==> src/rtl/grn_attractor_ctrl.sv <==
// grn_attractor_ctrl: Floyd cycle-detection sequencer driving a dual-state gene-network node bank
module grn_attractor_ctrl #(
    parameter int NODES = 8,
    parameter int CNT_W = 16
) (
    input  logic             clk,
    input  logic             rst,
    input  logic             start,
    input  logic [NODES-1:0] init_vec,
    input  logic [CNT_W-1:0] max_steps,
    input  logic [NODES-1:0] s0_vec,
    input  logic [NODES-1:0] s1_vec,
    output logic             reset_nos,
    output logic [NODES-1:0] init_state,
    output logic             start_s0,
    output logic             start_s1,
    output logic             busy,
    output logic             done,
    output logic             found,
    output logic             timeout,
    output logic [CNT_W-1:0] mu,
    output logic [CNT_W-1:0] lambda
);
    typedef enum logic [3:0] {
        IDLE, LOAD1, M_STEP, M_CHK, L_STEP, L_CHK, LOAD2, LEAD, MU_CHK, MU_STEP, MU_ARM, DONE
    } state_t;

    state_t           state_q, state_d;
    logic [CNT_W-1:0] k_q, k_d, c_q, c_d, mu_q, mu_d, lambda_q, lambda_d, max_q, max_d;
    logic [NODES-1:0] init_q, init_d;
    logic             busy_q, busy_d, found_q, found_d, timeout_q, timeout_d;
    logic             eq;

    function automatic logic [CNT_W-1:0] sat_inc(input logic [CNT_W-1:0] v);
        return (&v) ? v : v + 1'b1;
    endfunction

    assign eq         = s0_vec == s1_vec;
    assign init_state = init_q;
    assign busy       = busy_q;
    assign done       = state_q == DONE;
    assign found      = found_q;
    assign timeout    = timeout_q;
    assign mu         = mu_q;
    assign lambda     = lambda_q;
    assign reset_nos  = state_q inside {LOAD1, LOAD2};
    assign start_s1   = state_q inside {M_STEP, L_STEP, LEAD, MU_STEP};
    // Tortoise moves on even hare steps: advance pulse in M_STEP, arm pulse in M_CHK.
    assign start_s0   = (state_q == M_STEP && !sat_inc(k_q)[0]) || (state_q == M_CHK && !k_q[0])
                        || state_q inside {MU_STEP, MU_ARM};

    always_comb begin
        state_d   = state_q;
        k_d       = k_q;
        c_d       = c_q;
        mu_d      = mu_q;
        lambda_d  = lambda_q;
        max_d     = max_q;
        init_d    = init_q;
        busy_d    = busy_q;
        found_d   = found_q;
        timeout_d = timeout_q;
        case (state_q)
            IDLE: if (start) begin
                init_d    = init_vec;
                max_d     = (max_steps == '0) ? CNT_W'(1) : max_steps;
                busy_d    = 1'b1;
                mu_d      = '0;
                lambda_d  = '0;
                k_d       = '0;
                found_d   = 1'b0;
                timeout_d = 1'b0;
                state_d   = LOAD1;
            end
            LOAD1: state_d = M_STEP;
            M_STEP: begin
                k_d     = sat_inc(k_q);
                state_d = M_CHK;
            end
            M_CHK: begin
                lambda_d  = eq ? '0 : lambda_q;
                timeout_d = !eq && k_q == max_q;
                state_d   = eq ? L_STEP : (k_q == max_q) ? DONE : M_STEP;
            end
            L_STEP: begin
                lambda_d = sat_inc(lambda_q);
                state_d  = L_CHK;
            end
            L_CHK: begin
                timeout_d = !eq && lambda_q == max_q;
                state_d   = eq ? LOAD2 : (lambda_q == max_q) ? DONE : L_STEP;
            end
            LOAD2: begin
                c_d     = '0;
                state_d = LEAD;
            end
            LEAD: begin
                c_d     = sat_inc(c_q);
                state_d = (sat_inc(c_q) == lambda_q) ? MU_CHK : LEAD;
            end
            MU_CHK: begin
                found_d   = eq;
                timeout_d = !eq && mu_q == max_q;
                state_d   = (eq || mu_q == max_q) ? DONE : MU_STEP;
            end
            MU_STEP: begin
                mu_d    = sat_inc(mu_q);
                state_d = MU_ARM;
            end
            MU_ARM: state_d = MU_CHK;
            DONE: begin
                busy_d  = 1'b0;
                state_d = IDLE;
            end
            default: state_d = IDLE;
        endcase
    end

    always_ff @(posedge clk) begin
        if (!rst) begin
            state_q   <= IDLE;
            k_q       <= '0;
            c_q       <= '0;
            mu_q      <= '0;
            lambda_q  <= '0;
            max_q     <= '0;
            init_q    <= '0;
            busy_q    <= 1'b0;
            found_q   <= 1'b0;
            timeout_q <= 1'b0;
        end else begin
            state_q   <= state_d;
            k_q       <= k_d;
            c_q       <= c_d;
            mu_q      <= mu_d;
            lambda_q  <= lambda_d;
            max_q     <= max_d;
            init_q    <= init_d;
            busy_q    <= busy_d;
            found_q   <= found_d;
            timeout_q <= timeout_d;
        end
    end
endmodule

==> config.mk <==
export PLATFORM = sky130hd
export DESIGN_NAME = grn_attractor_ctrl
export DESIGN_NICKNAME = d
export VERILOG_FILES = /design/src/rtl/grn_attractor_ctrl.sv
export SDC_FILE = /design/constraint.sdc
export NUM_CORES = 1
export LEC_CHECK = 0
export CAP_MARGIN = 20
export CORE_UTILIZATION = 40
export DETAILED_ROUTE_END_ITERATION = 10
export SLEW_MARGIN = 20
export SYNTH_ARGS = -nofsm -noshare
export SYNTH_HDL_FRONTEND = slang
export SYNTH_SLANG_ARGS = --single-unit
==> constraint.sdc <==
create_clock -name clk -period 3.6 [get_ports clk]
set_input_delay 0.9 -clock clk [delete_from_list [all_inputs] [get_ports clk]]
set_output_delay 0.9 -clock clk [all_outputs]
set_load 0.05 [all_outputs]
-- After elaboration in Yosys (flattened, before gate mapping)
Index checks and enable logic that the tools add are counted.
- add/subtract/negate cells: 4
- multiply operators: 0
- div/mod/pow operators: 0
- magnitude comparators: 0
- eq/ne operators: 21
- shifts and indexed selects: 0
- muxes and demuxes: 24
- bitwise logic cells: 0
- reduce and logical (&&, ||, !) cells: 35
- operators with widths (kind ; count):
    2-to-1 mux 16 bit ; 7
    case mux 16 bit (2 select lines) ; 3
    adder 16 x 1 -> 16 bit (second input constant) ; 4
    equality test 16 bit ; 4
    AND reduction 16 bit ; 4
    case mux 16 bit (3 select lines) ; 1
    case mux 4 bit (11 select lines) ; 1
    2-to-1 mux 4 bit ; 6
    equality test 4 x 3 -> 1 bit (second input constant) ; 4
    equality test 4 bit (second input constant) ; 4
    logical NOT 16 bit ; 1
    nonzero test 2 bit ; 7
    != test 2 bit (second input constant) ; 5
    AND reduction 2 bit ; 5
    equality test 4 x 2 -> 1 bit (second input constant) ; 2
    equality test 8 bit ; 1
    nonzero test 4 bit ; 2
    AND reduction 3 bit ; 2
    logical AND 1 bit ; 5
    equality test 4 x 1 -> 1 bit (second input constant) ; 1
    logical NOT 4 bit ; 1
    case mux 1 bit (2 select lines) ; 2
    case mux 1 bit (4 select lines) ; 1
    AND reduction 4 bit ; 1
    other kinds (5) ; 10
- flip-flop bits (word level): 95
- latch bits: 0
- RAM bits: 0
- memory bits (read-only): 0
- memories: 0

-- Longest topological paths before layout
Gate-level depths: netlist of the first run.
- depth in word-level cells: 6
- gate-level depth with buffers: 9
- gate-level depth less buffers: 8

-- Worst setup path before layout of the first run
OpenSTA, ideal clock, no wires.
- path kind: register to output
- from: reg k_q[7]
- to: out start_s0
- arrival time: 2.197 ns
- data required time: 2.700 ns
- path slack: 0.503 ns
- stages on the path, launching flop included: 8
- buffers on the path: 1
- cell sequence: dfxtp_1 > clkbuf_1 > nand4_1 > nor4_2 > nand3_1 > xnor2_1 > o211ai_1 > a21oi_1
- longest elaborated chain between the ends: 6
- RTL lines (item ; RTL line ; source):
    start: declaration ; 29 ; logic [CNT_W-1:0] k_q, k_d, c_q, c_d, mu_q, mu_d, lambda_q, lambda_d, max_q, max_d;
    start signal: assignment ; 133 ; k_q <= k_d;
    AND reduction 16 bit ; 35 ; return (&v) ? v : v + 1'b1;
    2-to-1 mux 16 bit ; -- ;
    logical NOT 1 bit ; 49 ; assign start_s0 = (state_q == M_STEP && !sat_inc(k_q)[0]) || (state_q == M_CHK && !k_q[0])
    logical AND 1 bit ; 49 ;
    logical OR 1 bit ; 49 ;
    logical OR 1 bit ; 50 ; || state_q inside {MU_STEP, MU_ARM};
    end: declaration ; 15 ; output logic start_s0,
Every way passes these cells. The select of a mux whose other input is x is not followed.

-- Worst setup path after layout of the first run
- from: reg state_q[2]
- to: out start_s1
- longest elaborated chain between the ends: 2
- elaborated cells on any way between the ends: 5
- those cells by class: eq/ne (4); reduce/logical (1)
- RTL lines (item ; RTL line ; source):
    start: declaration ; 28 ; state_t state_q, state_d;
    start signal: assignment ; 132 ; state_q <= state_d;
    equality test 4 x 2 -> 1 bit (tied with other cells) ; 47 ; assign start_s1 = state_q inside {M_STEP, L_STEP, LEAD, MU_STEP};
    nonzero test 4 bit (*) ; 47 ;
    end: declaration ; 16 ; output logic start_s1,
Every way passes the cells marked *; elsewhere a longest branch is shown, timed or not.

==> results.cfg, run 1 <==
[yosys]
synth_compound_area_frac = 0.1518
yosys_warnings = 0
muxShareOfSynthArea = 0.01067
yosysTopAreaCellShare = 0.3311
synth-simple-area-share = 0.2762
syn_area_mm2 = 0.005744
synth_cells = 728
synth-main-ff-cell = dfxtp_1
postSynthAreaPerCell_um2 = 7.890
yosys.area.top_type = dfxtp_1
async_flop_share = 0
synth_top_family_by_area = simple AND/OR/NAND/NOR gates
synth-edff-count = 0
synth_xor_area_frac = 0.1677
synth_seq_cells = 95
synth_cell_types = 65
synth-seq-area-share = 0.3311
synthAdderAreaFrac = 0.008713
synthTopCellsByArea = dfxtp_1 (33%), xor2_1 (11%), nor2_1 (5.4%)
synth.net_count = 775

[layout]
final_cell_area_mm2 = 0.006959
nets = 837
area_delta_synth_final_pct = 21.15
multi_input_area_mm2 = 0.003533
register_area_mm2 = 0.001902
drive_gt1_frac = 0.05416
diodes = 0
final.fill_count = 1320

[clock_tree]
root_buffer = clkbuf_16
cts_tree = done
numClockSinks = 95
clkTransAtPathRegs_ns = 0.07
cts_inserted_buffers = 9
cts_resized = 0
clk_path_buf_depth = 2
postCtsSetupBuffers = 0
clock_latency_ns = 0.36
htree_levels = 3
hold_buffers = 0

[timing]
final.min_clock_period_ns = 3.393
slew_viol_final = 0
post-route-period-util = 0.9426
setup-violations-final = 0
rsz0062_at_grt = no
fin_setup_tns_ns = 0
worstMarginPinSlew_ns = 1.002
max_freq_mhz = 294.7
fin_skew_ns = 0.008043
hold_violations = 0
max_slew_margin = 0.3296
whs_ns = 0.4634

[die]
start_util = 0.4122
dieWidth_um = 121.8
io_pins = 90
core_mm2 = 0.01393
fp-row-count = 43
die_area_mm2 = 0.01484
die_h_um = 121.8

[worst_setup_path]
start_kind = flip-flop
crit_buf_inv = 2
crit_chain = inv_1 > nor2_1 > and2_1 > o21ai_0 > o31ai_1 > buf_4
cpMaxStageDelayCell = dfxtp_1
critPathRequiredTime_ns = 2.70
crit_type = flip-flop to primary output
crit_family = simple AND/OR/NAND/NOR gates
end_kind = primary output
critPathMaxFanout = 13
crit_path_max_incr_delay_ns = 0.60
cp.arrival_ns = 2.49

[grt]
grt_antenna_before_repair = 0
grt_max_degree = 38
grt_use_total = 0.2539
first_global_vias = 5321
grt-ovfl-total = 0
grt_pass1_wl_mm = 28.60

[routing]
vias_per_cell = 5.777
dr.pass1.iters = 5
route.vias.total = 5627
drt_iter0_markers = 630
drt-total-wl_mm = 18.11
avgRoutedWirePerCell_um = 18.60
detail-route-antenna-nets = 0
drc = 0

[worst_hold_path]
min_path_type = flip-flop to flip-flop

[power_and_ir_drop]
p_seq_frac = 0.472
power.leakage_nw = 2.682
ir_drop_mv = 0.2280
p_int_mw = 1.719
swShare = 0.2951
p_sw_mw = 0.7196
combPwrFrac = 0.158
p_per_area_mw_per_mm2 = 350.4
pwr-share-clk = 0.370

[status]
status = finished clean

[placement]
postPlaceCellArea_mm2 = 0.006690
port_buffers = 89
hpwl_mm = 13.07
place_congestion = 0.8943

[flow_run]
cap_violations = 0
[sequential cells by signal, summed over array words and instances, names as in the netlist]
register    count
mu             16
timeout         1
k_q            16
busy            1
init_state      8
state_q         4
max_q          16
found           1
lambda         16
c_q            16
[final timing paths]
path	from	end	slack (ns)	cells past startpoint
max reg2reg	c_q[1]	state_q[2]	0.57	8
min	init_state[6]	init_state[6]	0.46	2
max	state_q[2]	start_s1	0.21	6
min reg2reg	init_state[6]	init_state[6]	0.46	2
[cells by family (layout without fill, tap and decap cells)]
group / after synthesis / after routing
flip-flops: 95 / 95
multiplexers: 6 / 6
XOR/XNOR: 110 / 110
AND/OR/NAND/NOR: 312 / 312
adder cells (fa/ha/maj): 4 / 4
buffers and inverters: 63 / 129
AO/OA/AOI/OAI: 138 / 138
[stage by stage]
step | utilization | std cells | power, mW | worst slack, ns
2_1_floorplan | - | 728 | 1.391 | 0.5030
3_3_place_gp | 0.4801 | 959 | 1.549 | 0.4843
3_5_place_dp | 0.4801 | 959 | 1.557 | 0.3238
4_1_cts | 0.4994 | 974 | 2.456 | 0.2519
5_1_grt | 0.4994 | 974 | 2.532 | 0.1005
6_report | 0.4994 | 974 | 2.438 | 0.2067
[Yosys cell counts (3+ instances only)]
master	count
o31a_1	3
nand2_1	69
xnor2_1	35
a21o_1	3
mux2i_1	5
nor2_1	82
clkbuf_8	3
or3_1	9
and3_1	14
and2_1	4
clkbuf_1	32
o211a_1	3
a22o_1	13
o211ai_1	3
xor2_1	75
and4_1	4
dfxtp_1	95
nor4_1	22
buf_4	4
inv_1	15
nand3_1	29
a21oi_1	50
o21ai_1	3
ha_1	4
o21ai_0	29
a41oi_1	3
a31oi_1	9
a311oi_1	3
nand2b_1	5
nor4_2	3
and3_2	3
nor3_1	25
nand4_1	28
o31ai_1	4
[metal layers]
metal  part of all wire  GRT usage  vias to the layer above
met2               0.48     0.4220                      189
met1               0.44     0.3162                     2693
li1                   -          -                     2709
met3              0.055    0.04963                       36
met5                  0          0                        -
met4              0.027     0.1134                        0
[power groups by stage]
| stage | Clock (mW) | Sequential (mW) | Combinational, mW |
|---|---|---|---|
| final | 0.902 | 1.15 | 0.386 |
| after global placement | 0 | 1.17 | 0.377 |
| after global routing | 0.961 | 1.15 | 0.418 |
| after detailed placement | 0 | 1.17 | 0.384 |
| after CTS | 0.922 | 1.15 | 0.385 |
| after floorplan | 0 | 1.17 | 0.217 |
[cells in the final DEF, fill, tap and decap left out, types with 4 or more instances in the layout]
master           netlist  layout
a31oi_1                9       9
inv_1                 15      15
and3_1                14      14
nand2b_1               5       5
ha_1                   4       4
buf_4                  4      11
nor3_1                25      25
a22o_1                13      13
dfxtp_1               95      95
clkdlybuf4s50_1        0      87
or3_1                  9       9
nand2_1               69      69
nand3_1               29      29
xor2_1                75      75
and2_1                 4       4
o21ai_0               29      29
clkbuf_16              0       9
nand4_1               28      28
nor4_1                22      22
and4_1                 4       4
xnor2_1               35      35
mux2i_1                5       5
o31ai_1                4       4
nor2_1                82      82
a21oi_1               50      50
[tightest hold or removal path, cell delays in order (launching register included)]
cell	delay, ns
dfxtp_1	0.31
nand2_1	0.05
a21oi_1	0.05
[cell type report]
| type | instances | area share |
|---|---|---|
| clock inverters | 6 | 0.006293 |
| multi-input cells | 570 | 0.5077 |
| clock buffers | 9 | 0.03236 |
| inverters | 15 | 0.008091 |
| flip-flops and latches | 95 | 0.2733 |
| well taps | 180 | 0.03236 |
| repair buffers | 99 | 0.1399 |
Note: power is estimated with default switching activity, not from simulation.
==> run 2, diff against run 1 <==
CTS_BUF_LIST = sky130_fd_sc_hd__clkbuf_4 sky130_fd_sc_hd__clkbuf_8 sky130_fd_sc_hd__clkbuf_16   (was unset)
==> results of run 2 <==
No change in the layout: final DEF, timing and power equal those of run 1.
==> run 3, diff against run 2 <==
TNS_END_PERCENT = 20   (was unset)
==> results of run 3 <==
No change in the layout: final DEF, timing and power equal those of run 1.
